[config.mk]
export PLATFORM = sky130hd
export DESIGN_NAME = srff_bank
export DESIGN_NICKNAME = d
export VERILOG_FILES = /design/src/rtl/srff_bank.sv
export SDC_FILE = /design/constraint.sdc
export NUM_CORES = 1
export LEC_CHECK = 0
export CAP_MARGIN = 20
export CORE_MARGIN = 3
export CORE_UTILIZATION = 38
export DETAILED_ROUTE_END_ITERATION = 10
export GPL_TIMING_DRIVEN = 0
export PLACE_DENSITY_LB_ADDON = 0.08
export SYNTH_ARGS = -nofsm -noshare
export SYNTH_HDL_FRONTEND = slang
export SYNTH_SLANG_ARGS = --single-unit
[constraint.sdc]
create_clock -name clk -period 3.2 [get_ports clk]
set_clock_uncertainty 0.15 [all_clocks]
set_input_delay 0.64 -clock clk [delete_from_list [all_inputs] [get_ports clk]]
set_output_delay 0.64 -clock clk [all_outputs]
set_load 0.05 [all_outputs]
[src/rtl/srff_bank.sv]
// ----------------------------------------------------------------------------
// srff_bank
//   A bank of WIDTH independent set/reset flip-flops sharing one clock, one
//   asynchronous reset and one bulk-load strobe. Each channel resolves its
//   own set/reset request. A conflicting request is resolved by
//   CONFLICT_MODE. EDGE_MODE selects level or rising-edge request
//   qualification. The bank also reports a registered popcount of its state
//   and a one-cycle pulse whenever any channel changed.
//
// Parameters
//   WIDTH          number of channels (1..64)
//   CONFLICT_MODE  s&r resolution: 0 hold, 1 set-dominant, 2 reset-dominant,
//                  3 toggle
//   EDGE_MODE      0 level-sensitive s/r, 1 s/r act on 0->1 transition only
//   INIT           value of q while reset is asserted
//
// Ports
//   clk        rising-edge clock for all state
//   reset      asynchronous active-high reset
//   preset     per-channel synchronous preset, active-low (forces q[i] to 1)
//   s, r       per-channel set / reset requests
//   load       synchronous bulk-load strobe (highest synchronous priority)
//   load_data  value written to q when load is high
//   q          registered channel state
//   q_changed  registered pulse, high the cycle after any q bit changed
//   q_count    registered popcount of q
// ----------------------------------------------------------------------------
module srff_bank #(
    parameter int unsigned      WIDTH         = 8,
    parameter int unsigned      CONFLICT_MODE = 0,
    parameter int unsigned      EDGE_MODE     = 0,
    parameter logic [WIDTH-1:0] INIT          = '0
) (
    input  logic                         clk,
    input  logic                         reset,
    input  logic [WIDTH-1:0]             preset,
    input  logic [WIDTH-1:0]             s,
    input  logic [WIDTH-1:0]             r,
    input  logic                         load,
    input  logic [WIDTH-1:0]             load_data,
    output logic [WIDTH-1:0]             q,
    output logic                         q_changed,
    output logic [$clog2(WIDTH+1)-1:0]   q_count
);

    localparam int unsigned CNT_W = $clog2(WIDTH + 1);

    // Number of ones in a channel vector.
    function automatic logic [CNT_W-1:0] popcount(input logic [WIDTH-1:0] v);
        logic [CNT_W-1:0] acc;
        acc = '0;
        for (int unsigned i = 0; i < WIDTH; i++) begin
            acc = acc + CNT_W'(v[i]);
        end
        return acc;
    endfunction

    localparam logic [CNT_W-1:0] INIT_COUNT = popcount(INIT);

    // Effective (qualified) set / reset requests.
    logic [WIDTH-1:0] se;
    logic [WIDTH-1:0] re;

    logic [WIDTH-1:0] q_next;
    logic [CNT_W-1:0] q_count_next;
    logic             changed_next;

    // Request qualification: edge mode keeps a one-cycle history of s/r that
    // is updated every cycle, whatever won priority, and is cleared by reset
    // so a request already high at release counts as a fresh edge.
    if (EDGE_MODE == 1) begin : g_edge
        logic [WIDTH-1:0] s_d;
        logic [WIDTH-1:0] r_d;

        always_ff @(posedge clk or posedge reset) begin
            if (reset) begin
                s_d <= '0;
                r_d <= '0;
            end else begin
                s_d <= s;
                r_d <= r;
            end
        end

        assign se = s & ~s_d;
        assign re = r & ~r_d;
    end else begin : g_level
        assign se = s;
        assign re = r;
    end

    // Next-state: load > preset (per bit) > s/r resolution > hold.
    always_comb begin
        q_next = q;
        if (load) begin
            q_next = load_data;
        end else begin
            for (int unsigned i = 0; i < WIDTH; i++) begin
                if (!preset[i]) begin
                    q_next[i] = 1'b1;
                end else begin
                    unique case ({se[i], re[i]})
                        2'b10:   q_next[i] = 1'b1;
                        2'b01:   q_next[i] = 1'b0;
                        2'b11: begin
                            case (CONFLICT_MODE)
                                1:       q_next[i] = 1'b1;
                                2:       q_next[i] = 1'b0;
                                3:       q_next[i] = ~q[i];
                                default: q_next[i] = q[i];
                            endcase
                        end
                        default: q_next[i] = q[i];
                    endcase
                end
            end
        end
    end

    // Status derived from next-state so it lines up with q once registered.
    always_comb begin
        q_count_next = popcount(q_next);
        changed_next = |(q_next ^ q);
    end

    // State and status registers.
    always_ff @(posedge clk or posedge reset) begin
        if (reset) begin
            q         <= INIT;
            q_count   <= INIT_COUNT;
            q_changed <= 1'b0;
        end else begin
            q         <= q_next;
            q_count   <= q_count_next;
            q_changed <= changed_next;
        end
    end

endmodule

==> results.sh, run 1 <==
export IMPL_ant_nets=0
export IMPL_synth_seq_cells=13
export IMPL_syn_area_mm2=0.00113
export IMPL_yosysWarnings=0
export IMPL_area_growth_pct=62.5
export IMPL_cts_sinks=13
export IMPL_synthesis_nets=185
export IMPL_grt_max_degree=14
export IMPL_start_kind="input pin"
export IMPL_min_period_over_period_pct=114
export IMPL_io_buffer_count=47
export IMPL_cts_max_path_buffers=2
export IMPL_slowest_stage="fa_2"
export IMPL_hold_path_class="flop to flop"
export IMPL_die_x_um=60.6
export IMPL_setup_slack_ps=-435
export IMPL_crit_family="adder cells"
export IMPL_fin_hold_ws_ps=522
export IMPL_grt_pass1_vias=1107
export IMPL_rsz0062_at_grt="yes"
export IMPL_tns_ps=-931
export IMPL_antenna_found_initial=0
export IMPL_die_y_um=60.6
export IMPL_yosysUniqueCellTypes=35
export IMPL_place_worst_setup_slack_ps=-1340
export IMPL_critPathMostFrequentCell="inv_2"
export IMPL_synth_ff_type="dfrtp_1"
export IMPL_antenna_cells=0
export IMPL_power_total_w=0.000798
export IMPL_seq_area_frac_synth_pct=28.7
export IMPL_track_usage_pct=16.8
export IMPL_worstPathMaxFanout=2
export IMPL_wl_per_cell_um=13.2
export IMPL_leakage_nw=0.856
export IMPL_cp_num_buf_inv=5
export IMPL_worst_path_largest_cell_delay_ps=520
export IMPL_synthArstFlopShare_pct=100
export IMPL_setup_viol=3
export IMPL_place_congestion=0.838
export IMPL_drc=0
export IMPL_avgSynthCellArea_um2=8.39
export IMPL_path_cells="buf_2 > ha_4 > o211ai_1 > a21o_1 > and2_4 > inv_2 > fa_1 > fa_1 > fa_1 > inv_2 > ha_4 > inv_2 > fa_2 > inv_2"
export IMPL_hold_buffers=0
export IMPL_status="finished with violations"
export IMPL_syn_inst=135
export IMPL_wl_um=2980
export IMPL_viasPerCell=5.04
export IMPL_ir_drop_v=0.000433
export IMPL_htree_levels=1
export IMPL_critPathKind="input pin to flop"
export IMPL_drtIter0Drc=68
export IMPL_slew_headroom_pct=65.1
export IMPL_worstSkewPairLatency_ps=270
export IMPL_cp_data_arrival_time_ps=3660
export IMPL_grt_overflow=0
export IMPL_fin_util_pct=65.6
export IMPL_power_density_mw_per_mm2=433
export IMPL_worst_ep_required_time_ps=3220
export IMPL_fmax_mhz=275
export IMPL_core_area_mm2=0.00281
export IMPL_initial_core_util_pct=40.4
export IMPL_num_vias=1140
export IMPL_die_area_mm2=0.00367
export IMPL_clock_root_buffer="clkbuf_4"
export IMPL_numCtsBuffers=3
export IMPL_drv_slew=0
export IMPL_violations="negative setup slack"
export IMPL_io_pins=48
export IMPL_cts_clk_slew_worst_paths_ps=80
export IMPL_synth_edf_count=0
export IMPL_drv_cap=0
export IMPL_endpoint_kind="flop"
export IMPL_hold_viol=0
export IMPL_tightest_slew_ps=523
export IMPL_period_needed_ps=3640
export IMPL_grt_pass1_wl_um=4660
export IMPL_rows=19
export IMPL_fin_nets=246
export IMPL_first_pass_iters=4
export IMPL_dp_hpwl_um=2270
export IMPL_drive_above_1_share_pct=22.6
export IMPL_cts_tree="built"
[flip-flops by register name, summed over array words and instances (netlist names)]
name       cells
q              8
q_count        4
q_changed      1
[worst register-to-register path, cell delays in order, from the launching register on]
cell	delay [ps]
dfrtp_1	400
a211oi_2	100
a21oi_2	180
inv_2	60
fa_1	540
fa_1	420
fa_1	460
inv_2	80
ha_4	130
inv_2	30
fa_2	520
inv_2	30
[worst paths after layout]
check	startpoint	to	slack, ps	cells past startpoint
worst max-delay path	s[0]	q_count[1]	-440	14
worst min-delay path	q[5]	q[5]	520	2
worst max register to register	q[3]	q_count[1]	-10	11
worst min register to register	q[5]	q[5]	520	2
max in group asynchronous	reset	q_count[0]	2010	2
min in group asynchronous	reset	q_count[2]	540	2
[stage by stage]
step | area, µm² | instances
2_1_floorplan | 1200 | 135
3_3_place_gp | 1710 | 213
3_5_place_dp | 1710 | 213
4_1_cts | 1800 | 223
5_1_grt | 1840 | 226
6_report | 1840 | 226
[synth_stat cells (4+ instances only)]
cell | count | area, µm²
inv_1 | 36 | 135
dfrtp_1 | 13 | 325
a21oi_1 | 11 | 55.1
ha_1 | 11 | 138
nor2_1 | 8 | 30.0
o211ai_1 | 5 | 37.5
fa_1 | 4 | 80.1
nand2_1 | 4 | 15.0
o21ai_0 | 4 | 20.0
[final cells by class]
cell class	instances	area (µm²)
Fill cell	248	965
Multi-Input combinational cell	83	768
Timing Repair Buffer	56	515
Sequential cell	13	325
Inverter	38	153
Tap cell	31	38.8
Clock buffer	4	26.3
Buffer	1	13.8
[cell families (layout without fill, tap and decap cells)]
family | after synthesis | after routing | share of synthesized area, %
buffers and inverters | 39 | 99 | 12.9
AO/OA/AOI/OAI | 33 | 33 | 19.2
AND/OR/NAND/NOR | 32 | 32 | 17.6
adder cells (fa/ha/maj) | 15 | 15 | 19.2
flip-flops | 13 | 13 | 28.7
XOR/XNOR | 3 | 3 | 2.32
[cell usage in the layout (no fill, tap or decap), types with 3 or more instances in the layout]
| master | n |
|---|---|
| nor2_1 | 8 |
| fa_1 | 3 |
| clkdlybuf4s50_1 | 34 |
| buf_2 | 5 |
| nand2_1 | 4 |
| ha_4 | 6 |
| a21oi_1 | 10 |
| buf_4 | 9 |
| ha_1 | 5 |
| nor4bb_1 | 3 |
| o211ai_1 | 5 |
| inv_2 | 6 |
| dfrtp_1 | 13 |
| o21ai_0 | 3 |
| clkbuf_4 | 3 |
| nor2b_1 | 3 |
| inv_4 | 4 |
| dlygate4sd2_1 | 4 |
| inv_1 | 27 |
[report_power, final]
| part | total (W) | switching [W] | leakage [nW] | internal, W |
|---|---|---|---|---|
| Clock | 0.000100 | 0.0000520 | 0.0150 | 0.0000483 |
| Combinational | 0.000482 | 0.000271 | 0.696 | 0.000211 |
| Sequential | 0.000216 | 0.0000168 | 0.145 | 0.000199 |
| Total | 0.000798 | 0.000340 | 0.856 | 0.000458 |
[routing by layer]
metal  vias to the layer above  routed length (µm)  GRT usage [%]
met3                         2                 174           4.47
met5                         -                   0              0
met4                         0                  14           1.86
li1                        575                   -              -
met2                        32                1540           31.3
met1                       531                1250           20.0
[timing repair]
| action | CTS | global route |
|---|---|---|
| gates resized for setup | 45 | 7 |
| pin swaps | 15 | 8 |
| setup buffers | 6 | 3 |
| setup endpoints to repair | 4 | 4 |
(Power assumes the default switching activity.)
==> inputs of run 2 (changes only) <==
==> constraint.sdc (replaced) <==
create_clock -name clk -period 3.2 [get_ports clk]
set_clock_uncertainty 0.15 [all_clocks]
set_input_delay 0.32 -clock clk [delete_from_list [all_inputs] [get_ports clk]]
set_output_delay 0.32 -clock clk [all_outputs]
set_load 0.05 [all_outputs]
==> run 2 against run 1 <==
The run still ends with negative setup slack left. Maximum frequency up 6.4%. Count of clock-buffer cells in the layout unchanged. Utilization decreased by 0.62 points. Critical endpoint unchanged. Largest cell class unchanged. Largest power group unchanged.
==> results.sh, run 2 (same netlist as run 1, synthesis figures left out) <==
export IMPL_status="finished with violations"
export IMPL_violations="negative setup slack"
export IMPL_track_usage_pct=18.3
export IMPL_rows=19
export IMPL_pwr_share_seq_pct=27.7
export IMPL_endpoint_kind="flop"
export IMPL_wl_per_cell_um=13.7
export IMPL_drv_slew=0
export IMPL_reg2reg_to="q_count[1]"
export IMPL_area_growth_pct=61.0
export IMPL_numCtsBuffers=3
export IMPL_place_congestion=0.808
export IMPL_leakage_nw=0.840
export IMPL_die_x_um=60.6
export IMPL_final_cell_area_mm2=0.00182
export IMPL_largest_reg_flops=8
export IMPL_cp_num_buf_inv=6
export IMPL_cts_max_path_buffers=2
export IMPL_hold_viol=0
export IMPL_worst_ep_required_time_ps=3220
export IMPL_swShare_pct=42.8
export IMPL_die_area_mm2=0.00367
export IMPL_setup_viol=2
export IMPL_drc=0
export IMPL_fin_util_pct=65.0
export IMPL_htree_levels=1
export IMPL_critPathKind="input pin to flop"
export IMPL_drtIter0Drc=20
export IMPL_grt_max_degree=14
export IMPL_fmax_mhz=293
export IMPL_cts_tree="built"
export IMPL_rsz0062_at_grt="yes"
export IMPL_grt_overflow=0
export IMPL_reg2reg_slack_ps=-50
export IMPL_core_area_mm2=0.00281
export IMPL_cts_clk_slew_worst_paths_ps=80
export IMPL_intPower_w=0.000446
export IMPL_multi_input_area_um2=751
export IMPL_start_kind="input pin"
export IMPL_hold_buffers=0
export IMPL_fin_nets=244
export IMPL_die_y_um=60.6
export IMPL_cts_sinks=13
export IMPL_slew_headroom_pct=66.5
export IMPL_crit_reg2reg_launch="q[3]"
export IMPL_path_cells="buf_8 > inv_12 > ha_4 > o211ai_1 > a21o_1 > and2_4 > inv_2 > fa_1 > fa_1 > fa_1 > inv_1 > ha_2 > inv_2 > fa_2 > inv_2"
export IMPL_p_comb_share_pct=59.3
export IMPL_register_area_um2=327
export IMPL_ir_drop_v=0.000362
export IMPL_antenna_cells=0
export IMPL_tightest_slew_ps=501
export IMPL_worstSkewPairLatency_ps=270
export IMPL_grt_pass1_vias=1202
export IMPL_slowest_stage="fa_1"
export IMPL_reg_top3="q x8, q_count x4, q_changed x1"
export IMPL_wl_um=3060
export IMPL_power_total_w=0.000780
export IMPL_p_switching_w=0.000334
export IMPL_layout_common_cells="clkdlybuf4s50_1, inv_1, dfrtp_1"
export IMPL_crit_family="adder cells"
export IMPL_cp_data_arrival_time_ps=3440
export IMPL_worst_r2r_path_depth=11
export IMPL_ant_nets=0
export IMPL_min_period_over_period_pct=107
export IMPL_hold_path_class="input pin to asynchronous set/reset pin"
export IMPL_io_pins=48
export IMPL_drv_cap=0
export IMPL_period_needed_ps=3420
export IMPL_io_buffer_count=47
export IMPL_clock_root_buffer="clkbuf_4"
export IMPL_worst_path_largest_cell_delay_ps=540
export IMPL_dp_hpwl_um=2500
export IMPL_initial_core_util_pct=40.4
export IMPL_power_density_mw_per_mm2=428
export IMPL_fillers=243
export IMPL_placed_area_mm2=0.00170
export IMPL_clockPowerShare_pct=12.9
export IMPL_first_pass_iters=4
export IMPL_regMostFlops="q"
export IMPL_grt_pass1_wl_um=5050
export IMPL_drive_above_1_share_pct=20.7
export IMPL_tns_ps=-346
export IMPL_viasPerCell=5.09
export IMPL_final_common_cell="clkdlybuf4s50_1"
export IMPL_worstPathMaxFanout=2
export IMPL_setup_slack_ps=-215
export IMPL_num_vias=1141
export IMPL_antenna_found_initial=0
## run 2: cell count changes in the layout (fill, tap and decap cells not counted), sizes merged
cell,previous run,this run
buf,16,14
clkbuf,5,4
dlygate4sd2,4,2
clkdlybuf4s50,34,36
clkdlybuf4s15,0,1
## run 2: repair_timing
item	CTS	global route
endpoints found under the setup margin	4	3
setup buffers	5	2
gates cloned	0	0
hold endpoints to repair	0	0
pin swaps	14	11
resized for setup	42	6
## run 2: power by group through the flow
| stage | registers [W] | clock network, W | logic (W) |
|---|---|---|---|
| 4_1_cts | 0.000217 | 0.000107 | 0.000467 |
| 2_1_floorplan | 0.000339 | 0 | 0.000164 |
| 3_5_place_dp | 0.000220 | 0 | 0.000448 |
| 5_1_grt | 0.000221 | 0.000118 | 0.000503 |
| 6_report | 0.000217 | 0.000101 | 0.000463 |
| 3_3_place_gp | 0.000219 | 0 | 0.000438 |
## run 2: area by class of cell
class / instances / area share (%)
clock buffer: 4 / 1.44
inverter: 38 / 8.79
buffer: 1 / 0.412
tap: 31 / 2.13
multi-input combinational: 83 / 41.2
sequential: 13 / 17.9
timing repair buffer: 54 / 28.1
## run 2: routing by layer
metal | vias up | global-route usage [%] | share of wire (%)
li1 | 573 | - | -
met1 | 542 | 20.4 | 40
met2 | 24 | 35.4 | 55
met3 | 2 | 2.55 | 4.6
met4 | 0 | 5.57 | 0.56
met5 | - | 0 | 0
## run 2: how the worst max path moves through the flow
stage                       to  startpoint  cells after the start
global route        q_count[1]        r[0]                     15
floorplan           q_count[1]        r[0]                     14
CTS                 q_count[1]        r[0]                     15
finish              q_count[1]        r[0]                     15
global placement    q_count[1]        load                     13
detailed placement  q_count[1]        load                     13
## run 2: through the flow
stage | hold slack (ps) | cells | setup WS (ps)
6_report | 215 | 224 | -215
5_1_grt | 236 | 224 | -270
4_1_cts | 231 | 222 | -272
3_5_place_dp | 491 | 213 | -1090
3_3_place_gp | 483 | 213 | -1070
2_1_floorplan | 46.9 | 135 | -212
==> inputs of run 3 (changes only) <==
--- a/config.mk
+++ b/config.mk
@@ -5,7 +5,8 @@
 export SDC_FILE = /design/constraint.sdc
 export NUM_CORES = 1
 export LEC_CHECK = 0
-export CAP_MARGIN = 20
+export ABC_CLOCK_PERIOD_IN_PS = 3200
+export CAP_MARGIN = 15
 export CORE_MARGIN = 3
 export CORE_UTILIZATION = 38
 export DETAILED_ROUTE_END_ITERATION = 10
==> results of run 3 <==
Final layout, timing and power as in run 2 (identical DEF).
